<file path="config.mk">
export PLATFORM = sky130hd
export DESIGN_NAME = acc_dump_decim
export DESIGN_NICKNAME = d
export VERILOG_FILES = /design/src/rtl/acc_dump_decim.sv
export SDC_FILE = /design/constraint.sdc
export NUM_CORES = 1
export LEC_CHECK = 0
export BUFFER_PORTS_ARGS = -buffer_cell sky130_fd_sc_hd__buf_2
export CORE_MARGIN = 2
export CORE_UTILIZATION = 60
export CTS_BUF_LIST = sky130_fd_sc_hd__clkbuf_4
export DETAILED_ROUTE_END_ITERATION = 16
export PLACE_DENSITY = 0.83
export SLEW_MARGIN = 20
export SYNTH_ARGS = -nofsm -noshare
export SYNTH_HDL_FRONTEND = slang
export SYNTH_SLANG_ARGS = --single-unit
</file>
<file path="constraint.sdc">
create_clock -name clk -period 11.42 [get_ports clk]
set_input_delay 3.426 -clock clk [delete_from_list [all_inputs] [get_ports clk]]
set_output_delay 3.426 -clock clk [all_outputs]
set_load 0.02 [all_outputs]
</file>
<file path="src/rtl/acc_dump_decim.sv">
// Accumulate-and-dump decimator: averages frames of 2^k valid samples into one
// rounded, saturated signed mean, with a shift_en strobe for the downstream delay line.
//
// state | meaning
// IDLE  | accumulator and counters cleared, waiting for enable
// ACC   | accumulating valid samples of the current frame

module acc_dump_decim #(
    parameter int DW        = 16,
    parameter int MAX_LOG2N = 4,
    parameter int LEN       = 8
) (
    input  logic                             clk,
    input  logic                             rst,
    input  logic                             enable,
    input  logic [$clog2(MAX_LOG2N+1)-1:0]   log2_n,
    input  logic signed [DW-1:0]             d_in,
    input  logic                             d_in_val,
    output logic signed [DW-1:0]             d_out,
    output logic                             d_out_val,
    output logic                             shift_en,
    output logic                             primed
);

    localparam int KW  = $clog2(MAX_LOG2N + 1);
    localparam int AW  = DW + MAX_LOG2N + 1;
    localparam int CW  = MAX_LOG2N + 1;
    localparam int DCW = $clog2(LEN + 1);

    localparam logic signed [AW:0] SAT_HI = (AW+1)'(2**(DW-1) - 1);
    localparam logic signed [AW:0] SAT_LO = -(AW+1)'(2**(DW-1));

    typedef enum logic {IDLE, ACC} state_t;

    state_t                state, state_nxt;
    logic signed [AW-1:0]  acc, acc_nxt;
    logic [CW-1:0]         cnt, cnt_nxt;
    logic [KW-1:0]         k_lat, k_nxt;
    logic [DCW-1:0]        dump_cnt;
    logic                  dump;

    logic [KW-1:0]         k_req;
    logic signed [AW-1:0]  din_ext;
    logic signed [AW-1:0]  sum;
    logic [CW-1:0]         frame_last;
    logic signed [AW:0]    rnd;
    logic signed [AW:0]    rsum;
    logic signed [AW:0]    scaled;
    logic signed [DW-1:0]  d_sat;

    assign k_req      = (log2_n > KW'(MAX_LOG2N)) ? KW'(MAX_LOG2N) : log2_n;
    assign din_ext    = AW'(d_in);
    assign sum        = acc + din_ext;
    assign frame_last = (CW'(1) << k_lat) - CW'(1);

    // Round half up: add half an LSB of the result before the arithmetic shift.
    assign rnd    = (k_lat == '0) ? '0 : ((AW+1)'(1) << (k_lat - KW'(1)));
    assign rsum   = (AW+1)'(sum) + rnd;
    assign scaled = rsum >>> k_lat;

    always_comb begin
        d_sat = DW'(scaled);
        if (scaled > SAT_HI)
            d_sat = DW'(SAT_HI);
        else if (scaled < SAT_LO)
            d_sat = DW'(SAT_LO);
    end

    always_comb begin
        state_nxt = state;
        acc_nxt   = acc;
        cnt_nxt   = cnt;
        k_nxt     = k_lat;
        dump      = 1'b0;
        case (state)
            IDLE: begin
                acc_nxt = '0;
                cnt_nxt = '0;
                if (enable) begin
                    state_nxt = ACC;
                    k_nxt     = k_req;
                end
            end
            ACC: begin
                if (!enable) begin
                    // Partial frame and any sample arriving this cycle are dropped.
                    state_nxt = IDLE;
                    acc_nxt   = '0;
                    cnt_nxt   = '0;
                end else if (d_in_val) begin
                    if (cnt == frame_last) begin
                        dump    = 1'b1;
                        acc_nxt = '0;
                        cnt_nxt = '0;
                        k_nxt   = k_req;
                    end else begin
                        acc_nxt = sum;
                        cnt_nxt = cnt + CW'(1);
                    end
                end
            end
            default: state_nxt = IDLE;
        endcase
    end

    always_ff @(posedge clk or posedge rst) begin
        if (rst) begin
            state     <= IDLE;
            acc       <= '0;
            cnt       <= '0;
            k_lat     <= '0;
            d_out     <= '0;
            d_out_val <= 1'b0;
            shift_en  <= 1'b0;
            dump_cnt  <= '0;
        end else begin
            state     <= state_nxt;
            acc       <= acc_nxt;
            cnt       <= cnt_nxt;
            k_lat     <= k_nxt;
            d_out_val <= dump;
            shift_en  <= dump;
            if (dump)
                d_out <= d_sat;
            if (state_nxt == IDLE)
                dump_cnt <= '0;
            else if (dump && dump_cnt != DCW'(LEN))
                dump_cnt <= dump_cnt + DCW'(1);
        end
    end

    assign primed = (dump_cnt == DCW'(LEN));

endmodule

</file>
## Word level (Yosys, flattened, before mapping)

Cells that the tools add are included.

| storage, ports and cells | value |
|---|---|
| flip-flop bits (word level) | 51 |
| input bits | 23 |
| output and inout bits | 19 |
| word-level logic and storage cells | 56 |

| cells by class | value |
|---|---|
| add/sub/neg operators | 6 |
| magnitude comparators | 3 |
| equal/unequal tests | 9 |
| shift-type cells | 3 |
| multiplexer cells | 24 |
| bitwise operators | 1 |
| reduce and logical (&&, ||, !) cells | 3 |

Operators by type and width:

| cell | count |
|---|---|
| $mux W21 | 3 |
| $pmux W21 S2 | 1 |
| $mux W16 | 2 |
| $add A21 B22 Y22 | 1 |
| $gt A22 B16 Y1 const B | 1 |
| $lt A22 B16 Y1 const B | 1 |
| $mux W22 | 1 |
| $shl A1 B3 Y22 const A | 1 |
| $sshr A22 B3 Y22 | 1 |
| $add A21 B16 Y21 | 1 |
| $mux W3 | 5 |
| $mux W5 | 3 |
| $pmux W5 S2 | 1 |
| $mux W4 | 2 |
| $ne A2 B2 Y1 const B | 3 |
| $pmux W3 S2 | 1 |
| $add A5 B1 Y5 const B | 1 |
| $eq A5 B5 Y1 | 1 |
| $mux W1 | 5 |
| $shl A1 B3 Y5 const A | 1 |
| $sub A5 B2 Y5 const B | 1 |
| $add A4 B1 Y4 const B | 1 |
| $eq A4 B4 Y1 const B | 1 |
| $ne A2 B1 Y1 const B | 2 |
| other kinds (8) | 8 |

## Logic depth before layout (Yosys ltp)

Gate-level depths: netlist of run 1.

| depth | value |
|---|---|
| word-level depth | 10 |
| gate-level depth with buffers | 21 |
| gate-level depth less buffers | 20 |

## Worst setup path before layout of run 1

No wires, ideal clock.

| path | value |
|---|---|
| kind | input-to-reg |
| from | input d_in[0] |
| to | register d_out[11] |
| setup time | 0.124 ns |
| arrival time | 7.547 ns |
| setup slack | 3.748 ns |
| stages on the path | 20 |
| path buffers | 1 |
| path through | ha_1 inv_1 fa_1 nand2b_1 a21o_1 nand2_1 xor2_1 ha_1 nand2_1 o21ai_0 o21ai_0 o21ba_2 nor3_1 a31oi_1 o211a_1 o31ai_2 o211ai_2 a2111oi_4 buf_6 a21oi_1 |

| on the way | value |
|---|---|
| cells in the longest elaborated chain, start to end | 6 |
| elaborated cells on any way between the ends | 7 |

Ends and longest elaborated chain:

| element | RTL line | text |
|---|---|---|
| from (decl) | 17 | `input logic signed [DW-1:0] d_in,` |
| $add A21 B16 Y21 (*) | 53 | `assign sum = acc + din_ext;` |
| $add A21 B22 Y22 (*) | 58 | `assign rsum = (AW+1)'(sum) + rnd;` |
| $sshr A22 B3 Y22 (*) | 59 | `assign scaled = rsum >>> k_lat;` |
| $lt A22 B16 Y1 | 65 | `else if (scaled < SAT_LO)` |
| $mux W16 | 65 |  |
| $mux W16 (*) | 63 | `if (scaled > SAT_HI)` |
| to (signal assigned) | 124 | `d_out <= d_sat;` |
| to (decl) | 19 | `output logic signed [DW-1:0] d_out,` |

Every way passes the cells marked *; elsewhere a longest branch is shown, timed or not.
A chain may end at the register's enable or synchronous reset.

## Worst setup path in the final report of run 1

| path | value |
|---|---|
| from | input d_in[0] |
| to | register d_out[1] |

The elaborated chain is that of the path after synthesis.

==> results of run 1 <==
[layout by cell type (no fill, tap or decap), types with 14 or more instances in the layout]
master / n
nor2_1: 64
nand2_1: 53
dfrtp_1: 51
a21oi_1: 49
o21ai_0: 46
buf_2: 41
ha_1: 32
o211ai_1: 24
mux2i_1: 23
xnor2_1: 21
inv_1: 18
nor3_1: 14
[worst min-delay path: stages (launching register included)]
cell and delay (ns):
dfrtp_1 0.38, nand2_1 0.05, o21ai_0 0.06
[kinds of logic after synthesis]
kind of cell	count (synthesis)	share of synthesized area (%)
AO/OA/AOI/OAI	215	29.19
XOR/XNOR	34	5.770
adder cells (fa/ha/maj)	34	8.533
buffers and inverters	52	4.776
flip-flops	51	24.73
multiplexers	33	6.861
other	1	0.07266
AND/OR/NAND/NOR	203	20.07
[registers in the layout, indices dropped and copies added, names as in the netlist]
signal and flops:
acc 21, cnt 5, d_out 16, dump_cnt 4
k_lat 3, shift_en 1, state 1
[stage by stage]
step | instances | cell area [sq um] | util, % | hold WS, ns | power, W
2_1_floorplan | 623 | 5161 | - | 0.4538 | 0.0005094
4_1_cts | 746 | 5426 | 65.71 | 0.5109 | 0.0007071
3_5_place_dp | 738 | 5343 | 64.70 | 0.4757 | 0.0005929
3_3_place_gp | 738 | 5343 | 64.70 | 0.4680 | 0.0005825
5_1_grt | 746 | 5436 | 65.83 | 0.5434 | 0.0007588
6_report | 746 | 5436 | 65.83 | 0.5027 | 0.0007127
[layer usage]
| layer | GRT usage [%] | wire length, microns | vias to the layer above |
|---|---|---|---|
| met5 | 0 | 0 | - |
| met4 | 9.426 | 335 | 0 |
| met3 | 4.769 | 916 | 31 |
| met2 | 45.83 | 6346 | 195 |
| met1 | 39.18 | 5843 | 2346 |
| li1 | - | - | 2348 |
[worst max path at each step]
stage                end     from  cells after the start
6_report        d_out[1]  d_in[0]                     20
5_1_grt         d_out[1]  d_in[0]                     20
4_1_cts         d_out[1]  d_in[0]                     20
3_5_place_dp    d_out[1]  d_in[0]                     20
3_3_place_gp    d_out[1]  d_in[0]                     21
2_1_floorplan  d_out[11]  d_in[0]                     20
[power by group]
part | switching, W | total [W] | internal (W) | leakage (nW)
clock | 0.0000667 | 0.000114 | 0.0000469 | 0.0418
sequential | 0.0000253 | 0.000233 | 0.000207 | 0.684
combinational | 0.000229 | 0.000366 | 0.000137 | 1.68
[final cells by class]
cell class                 count  share of cell area, %
clock buffer                   5                 0.6904
clock inverter                 3                 0.8516
inverter                      19                  1.335
multi-input combinational    520                  67.18
sequential                    51                  23.48
tap                          105                  2.417
timing repair buffer          43                  4.051
==> results.tsv, run 1 <==
stage	metric	value	unit
yosys	Mapped Cells	623	
power_and_ir_drop	pwr/cell area	131.1	mW/mm^2
timing	Worst Tran Pin Value	1.030	ns
floorplan	Std-Cell Rows	33	
yosys	Synth area leaders	dfrtp_1 25%, ha_1 7.8%, a21oi_1 4.8%	
yosys	post-synthesis average cell area	8.284	sq um
yosys	Post-synth top flop	dfrtp_1	
detailed_routing	DR vias/cell	6.595	
floorplan	core area	0.008258	sq mm
critical_path	CP required	11.67	ns
critical_path	Worst path most repeated cell	a21oi_1	
clock_tree	# H-tree levels	2	
yosys	Yosys top cell area share	24.73	%
detailed_routing	DRT Pass-1 Iters	5	
timing	fin crit period	8.360	ns
final_layout	Ant. Diodes	0	
final_layout	Storage cell area	0.001276	sq mm
timing	RSZ-0062 raised after global routing	no	
clock_tree	Root Driver	clkbuf_4	
yosys	Cell variety after synth	81	
detailed_routing	Wirelength per Cell	18.02	microns
grt	antenna violations before repair	0	
clock_tree	clk_lat worst skew	0.39	ns
critical_path	CP max stage cell	a2111oi_4	
detailed_routing	DR iter-0 viols	287	
clock_tree	post-cts repair resize count	0	
detailed_routing	Routed Antenna Nets	0	
yosys	Commonest cells post-synth	65 x nor2_1, 53 x nand2_1, 51 x dfrtp_1	
critical_path	crit-path max cell delay	0.90	ns
clock_tree	setup bufs post-CTS	0	
clock_tree	clock buffer depth	2	
min_path	Hold Startpoint	acc[15]	
clock_tree	CTS tree	done	
detailed_routing	final wirelength	13440	microns
critical_path	Crit path max-delay family	compound AO/OA/AOI/OAI gates	
critical_path	Setup crit end kind	register	
job	MaxCap Viol Count	0	
min_path	hold-critical path endpoint	acc[15]	
timing	Finish-stage setup viols	0	
grt	Overflow after GRT	0	
critical_path	Worst Path Max Fanout	15	
floorplan	Top-Level Pins	42	
critical_path	Startpoint Class	input pin	
floorplan	full die area	0.009360	sq mm
placed_design	Setup WS pre-CTS	2.736	ns
floorplan	Die H	96.75	microns
critical_path	crit path DAT	8.61	ns
final_layout	final net count	697	
clock_tree	clk slew on worst S/H paths	0.17	ns
yosys	share of flip-flops with an asynchronous set or reset	100.0	%
critical_path	CP Class	in -> reg	
timing	Final Hold Vio Count	0	
critical_path	reg2reg end	d_out[1]	
timing	Fin Setup TNS	0	ns
yosys	number of synthesized flops with an enable pin	0	
floorplan	die width	96.75	microns
power_and_ir_drop	LEAKAGE	2.405	nW
timing	Peak Freq	119.6	MHz
detailed_routing	DR vias	4920	
timing	worst setup margin	3.060	ns
timing	Final Skew	0.009627	ns
critical_path	reg-to-reg setup timing slack	5.15	ns
status	status	complete, no violations	
yosys	post-synth top area cell	dfrtp_1	
yosys	Post-Syn Area	0.005161	sq mm
clock_tree	hold bufs inserted after CTS	0	
timing	crit share post-route	73.20	%
critical_path	critical-path cell list	buf_2 > ha_1 > inv_1 > fa_1 > nand2b_1 > a21o_1 > nand2_1 > xor2_1 > ha_1 > a21oi_1 > o21ai_0 > o41a_1 > a21oi_1 > nor3_1 > a21boi_0 > nor2_1 > o211ai_1 > a31oi_1 > a2111oi_4 > a21oi_1	
grt	Total Routing Usage GR	28.52	%
critical_path	R2R depth	15	
floorplan	Starting Density	62.50	%
detailed_routing	drc violations	0	
power_and_ir_drop	VDD IR max	0.06841	mV
final_layout	Area growth syn-to-layout	5.333	%
yosys	sequential fraction of the synthesis area	24.73	%
timing	Slew HR	30.49	%
placed_design	Final GP Congestion	0.9538	
yosys	FF+latch count, synth	51	
final_layout	layout cells sized above 1	14.98	%
grt	first-pass GRT wire length	22510	microns
critical_path	worst path bufs/invs	2	
min_path	Hold Crit Class	reg -> reg	
clock_tree	Num CTS Buffers	5	
final_layout	fillers	708	
yosys	syn_nets	680	
critical_path	r2r startpoint	k_lat[0]	
yosys	most frequent cell after synthesis	nor2_1	
timing	Final Max Tran Viols	0	
yosys	Ys Warns	0	
clock_tree	clock sink count	51	
min_path	Hold Path Depth	2	
placed_design	DP HPWL	9858	microns
grt	pin count of the biggest net entering global routing	52	
final_layout	area of the multi-input gates	0.003652	sq mm
grt	vias in the first global route	4760	
placed_design	PortBufs	41	
(Power assumes the default switching activity.)
==> inputs of run 2 (changes only) <==
==> constraint.sdc (replaced) <==
create_clock -name clk -period 8 [get_ports clk]
set_input_delay 2.4 -clock clk [delete_from_list [all_inputs] [get_ports clk]]
set_output_delay 2.4 -clock clk [all_outputs]
set_load 0.02 [all_outputs]
==> run 2 against run 1 <==
  * Core utilization up 0.47 points
  * Worst hold slack better by 0.0016 ns
  * Critical endpoint is now d_out[5]
  * Power up 42%
  * Sequential cell count unchanged
  * Via count down 1.1%
  * Largest power group unchanged
==> results.tsv, run 2 (same netlist as run 1, synthesis figures left out) <==
stage	metric	value	unit	change
final_layout	layout cells sized above 1	15.63	%	+0.66 points
critical_path	R2R depth	16		+1
clock_tree	Num CTS Buffers	5		unchanged
floorplan	Top-Level Pins	42		unchanged
grt	met1 usage	38.84	%	-0.34 points
final_layout	largest register by flop count	acc		
min_path	Hold Crit Class	reg -> reg		
grt	vias in the first global route	4545		-4.5%
critical_path	Setup crit end kind	register		
final_layout	Storage cell area	0.001276	sq mm	unchanged
timing	Slew HR	38.03	%	+7.5 points
final_layout	Area growth syn-to-layout	6.085	%	
clock_tree	clock buffer depth	2		unchanged
power_and_ir_drop	LEAKAGE	2.434	nW	+1.2%
clock_tree	# H-tree levels	2		unchanged
detailed_routing	DR vias	4865		-1.1%
final_layout	fillers	704		-0.56%
timing	worst setup margin	1.119	ns	-1.941 ns
detailed_routing	DR vias/cell	6.478		-1.8%
timing	crit share post-route	86.01	%	
floorplan	die width	96.75	microns	unchanged
clock_tree	CTS tree	done		
detailed_routing	drc violations	0		unchanged
final_layout	commonest non-fill, non-tap cell in the layout	nor2_1		
grt	antenna violations before repair	0		unchanged
clock_tree	hold bufs inserted after CTS	0		unchanged
final_layout	Ant. Diodes	0		unchanged
critical_path	CP required	8.32	ns	-3.35 ns
timing	RSZ-0062 raised after global routing	no		
grt	Overflow after GRT	0		unchanged
clock_tree	Root Driver	clkbuf_4		
placed_design	PortBufs	41		unchanged
final_layout	Final Instance Area	0.005475	sq mm	+0.71%
critical_path	reg2reg end	d_out[5]		
critical_path	CP max stage cell	o31ai_4		
power_and_ir_drop	clock power share	16.0	%	about the same
detailed_routing	final wirelength	12870	microns	-4.3%
critical_path	Worst Path Max Fanout	15		unchanged
critical_path	crit path DAT	7.20	ns	-1.41 ns
clock_tree	clk_lat worst skew	0.39	ns	about the same
power_and_ir_drop	VDD IR max	0.1212	mV	+77%
floorplan	Std-Cell Rows	33		unchanged
critical_path	CP Class	in -> reg		
placed_design	Setup WS pre-CTS	0.7639	ns	-1.972 ns
floorplan	core area	0.008258	sq mm	unchanged
detailed_routing	DR iter-0 viols	349		+22%
placed_design	Final GP Congestion	0.9900		+3.8%
power_and_ir_drop	Int Pwr	0.0005631	W	+44%
min_path	Hold Startpoint	acc[15]		
grt	first-pass GRT wire length	21780	microns	-3.3%
detailed_routing	Wirelength per Cell	17.13	microns	-4.9%
min_path	hold-critical path endpoint	acc[15]		
critical_path	reg-to-reg setup timing slack	2.30	ns	-2.85 ns
timing	fin crit period	6.881	ns	
final_layout	final net count	702		+0.72%
timing	Finish-stage setup viols	0		unchanged
timing	Final Max Tran Viols	0		unchanged
status	status	complete, no violations		
final_layout	Regs by FF count	acc x21, d_out x16, cnt x5		
timing	Final Skew	0.01166	ns	+0.002036 ns
critical_path	crit-path max cell delay	0.53	ns	-0.37 ns
timing	Peak Freq	145.3	MHz	
clock_tree	setup bufs post-CTS	0		unchanged
grt	pin count of the biggest net entering global routing	52		unchanged
power_and_ir_drop	Sw Share	44.35	%	-0.70 points
min_path	Hold Path Depth	2		unchanged
timing	Final Hold Vio Count	0		unchanged
detailed_routing	DRT Pass-1 Iters	5		unchanged
placed_design	DP HPWL	9675	microns	-1.9%
final_layout	max reg flops	21		unchanged
critical_path	Crit path max-delay family	compound AO/OA/AOI/OAI gates		
power_and_ir_drop	Reg power frac	32.3	%	-0.3 points
clock_tree	post-cts repair resize count	0		unchanged
floorplan	full die area	0.009360	sq mm	unchanged
grt	met2 Use GR	45.14	%	-0.69 points
timing	Fin Setup TNS	0	ns	unchanged
critical_path	worst path bufs/invs	2		unchanged
detailed_routing	Routed Antenna Nets	0		unchanged
placed_design	Placed Area	0.005380	sq mm	+0.70%
final_layout	post-layout util	66.30	%	+0.47 points
power_and_ir_drop	Gate power share	51.8	%	+0.4 points
grt	grt met3 use	3.902	%	-0.87 points
power_and_ir_drop	pwr/cell area	184.8	mW/mm^2	+41%
critical_path	Startpoint Class	input pin		
critical_path	critical-path cell list	buf_2 > ha_1 > inv_1 > fa_1 > nand2b_1 > a21o_1 > nand2_1 > xor2_1 > ha_1 > nand2_1 > o21ai_0 > o21ai_0 > o21ba_2 > a211oi_1 > nand2b_1 > o311ai_0 > o211ai_1 > a221o_1 > o31ai_4 > o211ai_1 > a21oi_1		
floorplan	Starting Density	62.50	%	unchanged
clock_tree	clock sink count	51		unchanged
clock_tree	clk slew on worst S/H paths	0.17	ns	about the same
final_layout	area of the multi-input gates	0.003652	sq mm	unchanged
grt	Total Routing Usage GR	27.45	%	-1.1 points
timing	Worst Tran Pin Value	0.9295	ns	-0.1000 ns
job	MaxCap Viol Count	0		unchanged
grt	GRT busiest layer	met2		
floorplan	Die H	96.75	microns	unchanged
final_layout	most frequent cells in the layout	64 x nor2_1, 53 x nand2_1, 51 x dfrtp_1		
critical_path	r2r startpoint	k_lat[0]		
power_and_ir_drop	P_sw	0.0004486	W	+40%
## run 2: changes by cell type in the layout (fill, tap and decap cells not counted)
cell        before  now
clkinvlp_4       1    0
buf_4            2    7
clkinv_4         0    1
## run 2: cell type report
type	count	share of cell area (%)
Inverter	19	1.325
Sequential cell	51	23.31
Clock inverter	3	0.8684
Tap cell	105	2.399
Multi-Input combinational cell	520	66.70
Timing Repair Buffer	48	4.707
Clock buffer	5	0.6856
## run 2: per-stage QoR
stage	hold WS, ns	instances	total power (W)
CTS	0.5122	751	0.001010
detailed placement	0.4755	743	0.0008469
global route	0.5449	751	0.001082
finish	0.5043	751	0.001012
floorplan	0.4538	623	0.0007272
global placement	0.4679	743	0.0008372
## run 2: worst max path at each step
| stage | endpoint | startpoint | cells past startpoint | slack, ns |
|---|---|---|---|---|
| 2_1_floorplan | d_out[11] | d_in[0] | 20 | 1.35 |
| 3_3_place_gp | d_out[7] | d_in[0] | 21 | 0.90 |
| 3_5_place_dp | d_out[5] | d_in[0] | 21 | 0.76 |
| 4_1_cts | d_out[5] | d_in[0] | 21 | 1.17 |
| 5_1_grt | d_out[6] | d_in[0] | 21 | 0.68 |
| 6_report | d_out[5] | d_in[0] | 21 | 1.12 |
## run 2: layer usage
layer	share of wire (%)	up-vias
li1	-	2352
met1	46	2309
met2	46	180
met3	6.5	24
met4	1.5	0
met5	0	-
## run 2: tightest hold or removal path: stages (launching register included)
cell and delay (ns):
dfrtp_1 0.38, nand2_1 0.05, o21ai_0 0.06
## run 2: power by group through the flow
stage,Sequential [W],Combinational (W),Clock (W)
CTS,0.000326,0.000518,0.000166
global route,0.000332,0.000573,0.000176
floorplan,0.000360,0.000367,0
finish,0.000326,0.000524,0.000162
global placement,0.000331,0.000507,0
detailed placement,0.000332,0.000515,0
==> inputs of run 3 (changes only) <==
--- a/config.mk
+++ b/config.mk
@@ -6,6 +6,7 @@
 export NUM_CORES = 1
 export LEC_CHECK = 0
 export BUFFER_PORTS_ARGS = -buffer_cell sky130_fd_sc_hd__buf_2
+export CORE_ASPECT_RATIO = 1.2
 export CORE_MARGIN = 2
 export CORE_UTILIZATION = 60
 export CTS_BUF_LIST = sky130_fd_sc_hd__clkbuf_4
==> run 3 against run 2 <==
  * Critical path depth stayed put
  * Core utilization shrank 1.7 points
  * Sequential power grew 2%
  * Routed wire length is 5.4% higher
  * Via count is 3.3% higher
  * Largest power group unchanged
  * Setup slack worse by 0.12 ns
  * Combinational power about the same
  * Design area unchanged
  * Clock power hardly changed
  * Fmax is 1.7% lower
==> results.tsv, run 3 (same netlist as run 1, synthesis figures left out) <==
stage	metric	value	unit	change
critical_path	CP Class	in -> reg		
floorplan	full die area	0.009363	sq mm	about the same
final_layout	layout cells sized above 1	15.50	%	-0.13 points
timing	fin crit period	7.001	ns	+0.1198 ns
timing	crit share post-route	87.51	%	+1.5 points
job	MaxCap Viol Count	0		unchanged
placed_design	Setup WS pre-CTS	0.6510	ns	-0.1129 ns
power_and_ir_drop	LEAKAGE	2.425	nW	-0.37%
detailed_routing	DR vias	5027		+3.3%
grt	first-pass GRT wire length	22530	microns	+3.5%
power_and_ir_drop	Gate power share	51.4	%	-0.4 points
power_and_ir_drop	Final Power	0.001021	W	+0.96%
placed_design	Final GP Congestion	0.9992		+0.93%
detailed_routing	Routed Antenna Nets	0		unchanged
clock_tree	Root Driver	clkbuf_4		
clock_tree	clk slew on worst S/H paths	0.17	ns	about the same
critical_path	Worst Path Max Fanout	15		unchanged
final_layout	Ant. Diodes	0		unchanged
detailed_routing	Wirelength per Cell	17.80	microns	+3.9%
clock_tree	hold bufs inserted after CTS	0		unchanged
critical_path	crit path DAT	7.33	ns	+0.13 ns
critical_path	Setup crit end kind	register		
clock_tree	setup bufs post-CTS	0		unchanged
clock_tree	Num CTS Buffers	5		unchanged
final_layout	final net count	701		-0.14%
final_layout	commonest non-fill, non-tap cell in the layout	nor2_1		
detailed_routing	DR iter-0 viols	410		+17%
grt	pin count of the biggest net entering global routing	52		unchanged
power_and_ir_drop	VDD IR max	0.1529	mV	+26%
timing	Final Skew	0.009523	ns	-0.002140 ns
timing	Final Max Tran Viols	0		unchanged
final_layout	Area growth syn-to-layout	6.085	%	unchanged
placed_design	DP HPWL	10160	microns	+5.0%
grt	Overflow after GRT	0		unchanged
final_layout	Regs by FF count	acc x21, d_out x16, cnt x5		
critical_path	CP required	8.33	ns	about the same
power_and_ir_drop	Int Pwr	0.0005611	W	-0.35%
grt	Total Routing Usage GR	29.68	%	+2.2 points
clock_tree	clock buffer depth	2		unchanged
timing	worst setup margin	0.9995	ns	-0.1198 ns
floorplan	die width	88.67	microns	-8.4%
power_and_ir_drop	pwr/cell area	186.6	mW/mm^2	+0.96%
timing	Peak Freq	142.8	MHz	-1.7%
floorplan	Std-Cell Rows	37		+12%
grt	vias in the first global route	4799		+5.6%
detailed_routing	drc violations	0		unchanged
clock_tree	post-cts repair resize count	0		unchanged
timing	RSZ-0062 raised after global routing	no		
detailed_routing	DRT Pass-1 Iters	5		unchanged
status	status	complete, no violations		
detailed_routing	final wirelength	13560	microns	+5.4%
power_and_ir_drop	Sw Share	45.07	%	+0.72 points
floorplan	Die H	105.6	microns	+9.2%
clock_tree	clk_lat worst skew	0.40	ns	about the same
floorplan	Starting Density	60.92	%	-1.6 points
power_and_ir_drop	P_sw	0.0004604	W	+2.6%
clock_tree	# H-tree levels	2		unchanged
clock_tree	clock sink count	51		unchanged
final_layout	max reg flops	21		unchanged
final_layout	largest register by flop count	acc		
detailed_routing	DR vias/cell	6.597		+1.8%
critical_path	Startpoint Class	input pin		
grt	antenna violations before repair	0		unchanged
timing	Slew HR	32.07	%	-6.0 points
floorplan	core area	0.008472	sq mm	+2.6%
timing	Final Hold Vio Count	0		unchanged
clock_tree	CTS tree	done		
floorplan	Top-Level Pins	42		unchanged
power_and_ir_drop	clock power share	15.9	%	about the same
timing	Fin Setup TNS	0	ns	unchanged
power_and_ir_drop	Reg power frac	32.7	%	+0.4 points
timing	Worst Tran Pin Value	1.006	ns	+0.07668 ns
placed_design	PortBufs	41		unchanged
timing	Finish-stage setup viols	0		unchanged
min_path	Hold Crit Class	reg -> reg		
final_layout	most frequent cells in the layout	64 x nor2_1, 53 x nand2_1, 51 x dfrtp_1		
## run 3: path summary, 6_finish.rpt
kind / from / end / slack [ns] / depth (start not counted)
setup / recovery: d_in[0] / d_out[14] / 1.0 / 21
hold / removal: acc[14] / acc[14] / 0.50 / 2
setup reg to reg: k_lat[0] / d_out[14] / 2.28 / 16
hold reg to reg: acc[14] / acc[14] / 0.50 / 2
max in group asynchronous: rst / d_out[8] / 5.30 / 2
min in group asynchronous: rst / dump_cnt[2] / 2.13 / 2
## run 3: stage by stage
stage | utilization, % | std cells | hold WS [ns] | cell area [sq um]
floorplan | - | 623 | 0.4538 | 5161
global placement | 63.59 | 754 | 0.4666 | 5388
global route | 64.63 | 762 | 0.5447 | 5475
CTS | 64.61 | 762 | 0.5102 | 5474
detailed placement | 63.62 | 754 | 0.4742 | 5390
finish | 64.63 | 762 | 0.5010 | 5475
## run 3: layer usage
metal	GRT usage (%)	wire length (microns)	vias up	part of all wire, %
li1	-	-	2357	-
met1	37.11	5526	2406	41
met2	49.15	6637	207	49
met3	4.855	786	57	5.8
met4	13.64	612	0	4.5
met5	0	0	-	0
## run 3: area by class of cell
type	count	area (sq um)
Inverter	19	72.57
Tap cell	117	146.4
Multi-Input combinational cell	520	3646
Sequential cell	51	1276
Timing Repair Buffer	47	250.2
Clock inverter	3	46.29
Clock buffer	5	37.54
Fill cell	725	2997
## run 3: critical path: stages
cell and delay (ns):
buf_2 0.08, ha_1 0.19, inv_1 0.07, fa_1 0.40
nand2b_1 0.18, a21o_1 0.23, nand2_1 0.10, xor2_1 0.23
ha_1 0.23, nand2_1 0.07, o21ai_0 0.22, o41a_1 0.20
a21oi_1 0.07, buf_4 0.17, nor3_1 0.52, a31oi_1 0.21
or2_1 0.28, a211o_1 0.35, nor4_4 0.71, o211ai_1 0.22
a21oi_1 0.20
## run 3: power groups by stage
stage	logic, W	registers, W	clock network, W
after floorplan	0.000367	0.000360	0
after global placement	0.000496	0.000336	0
after detailed placement	0.000515	0.000336	0
after CTS	0.000517	0.000333	0.000166
after global routing	0.000574	0.000339	0.000174
final	0.000525	0.000334	0.000163
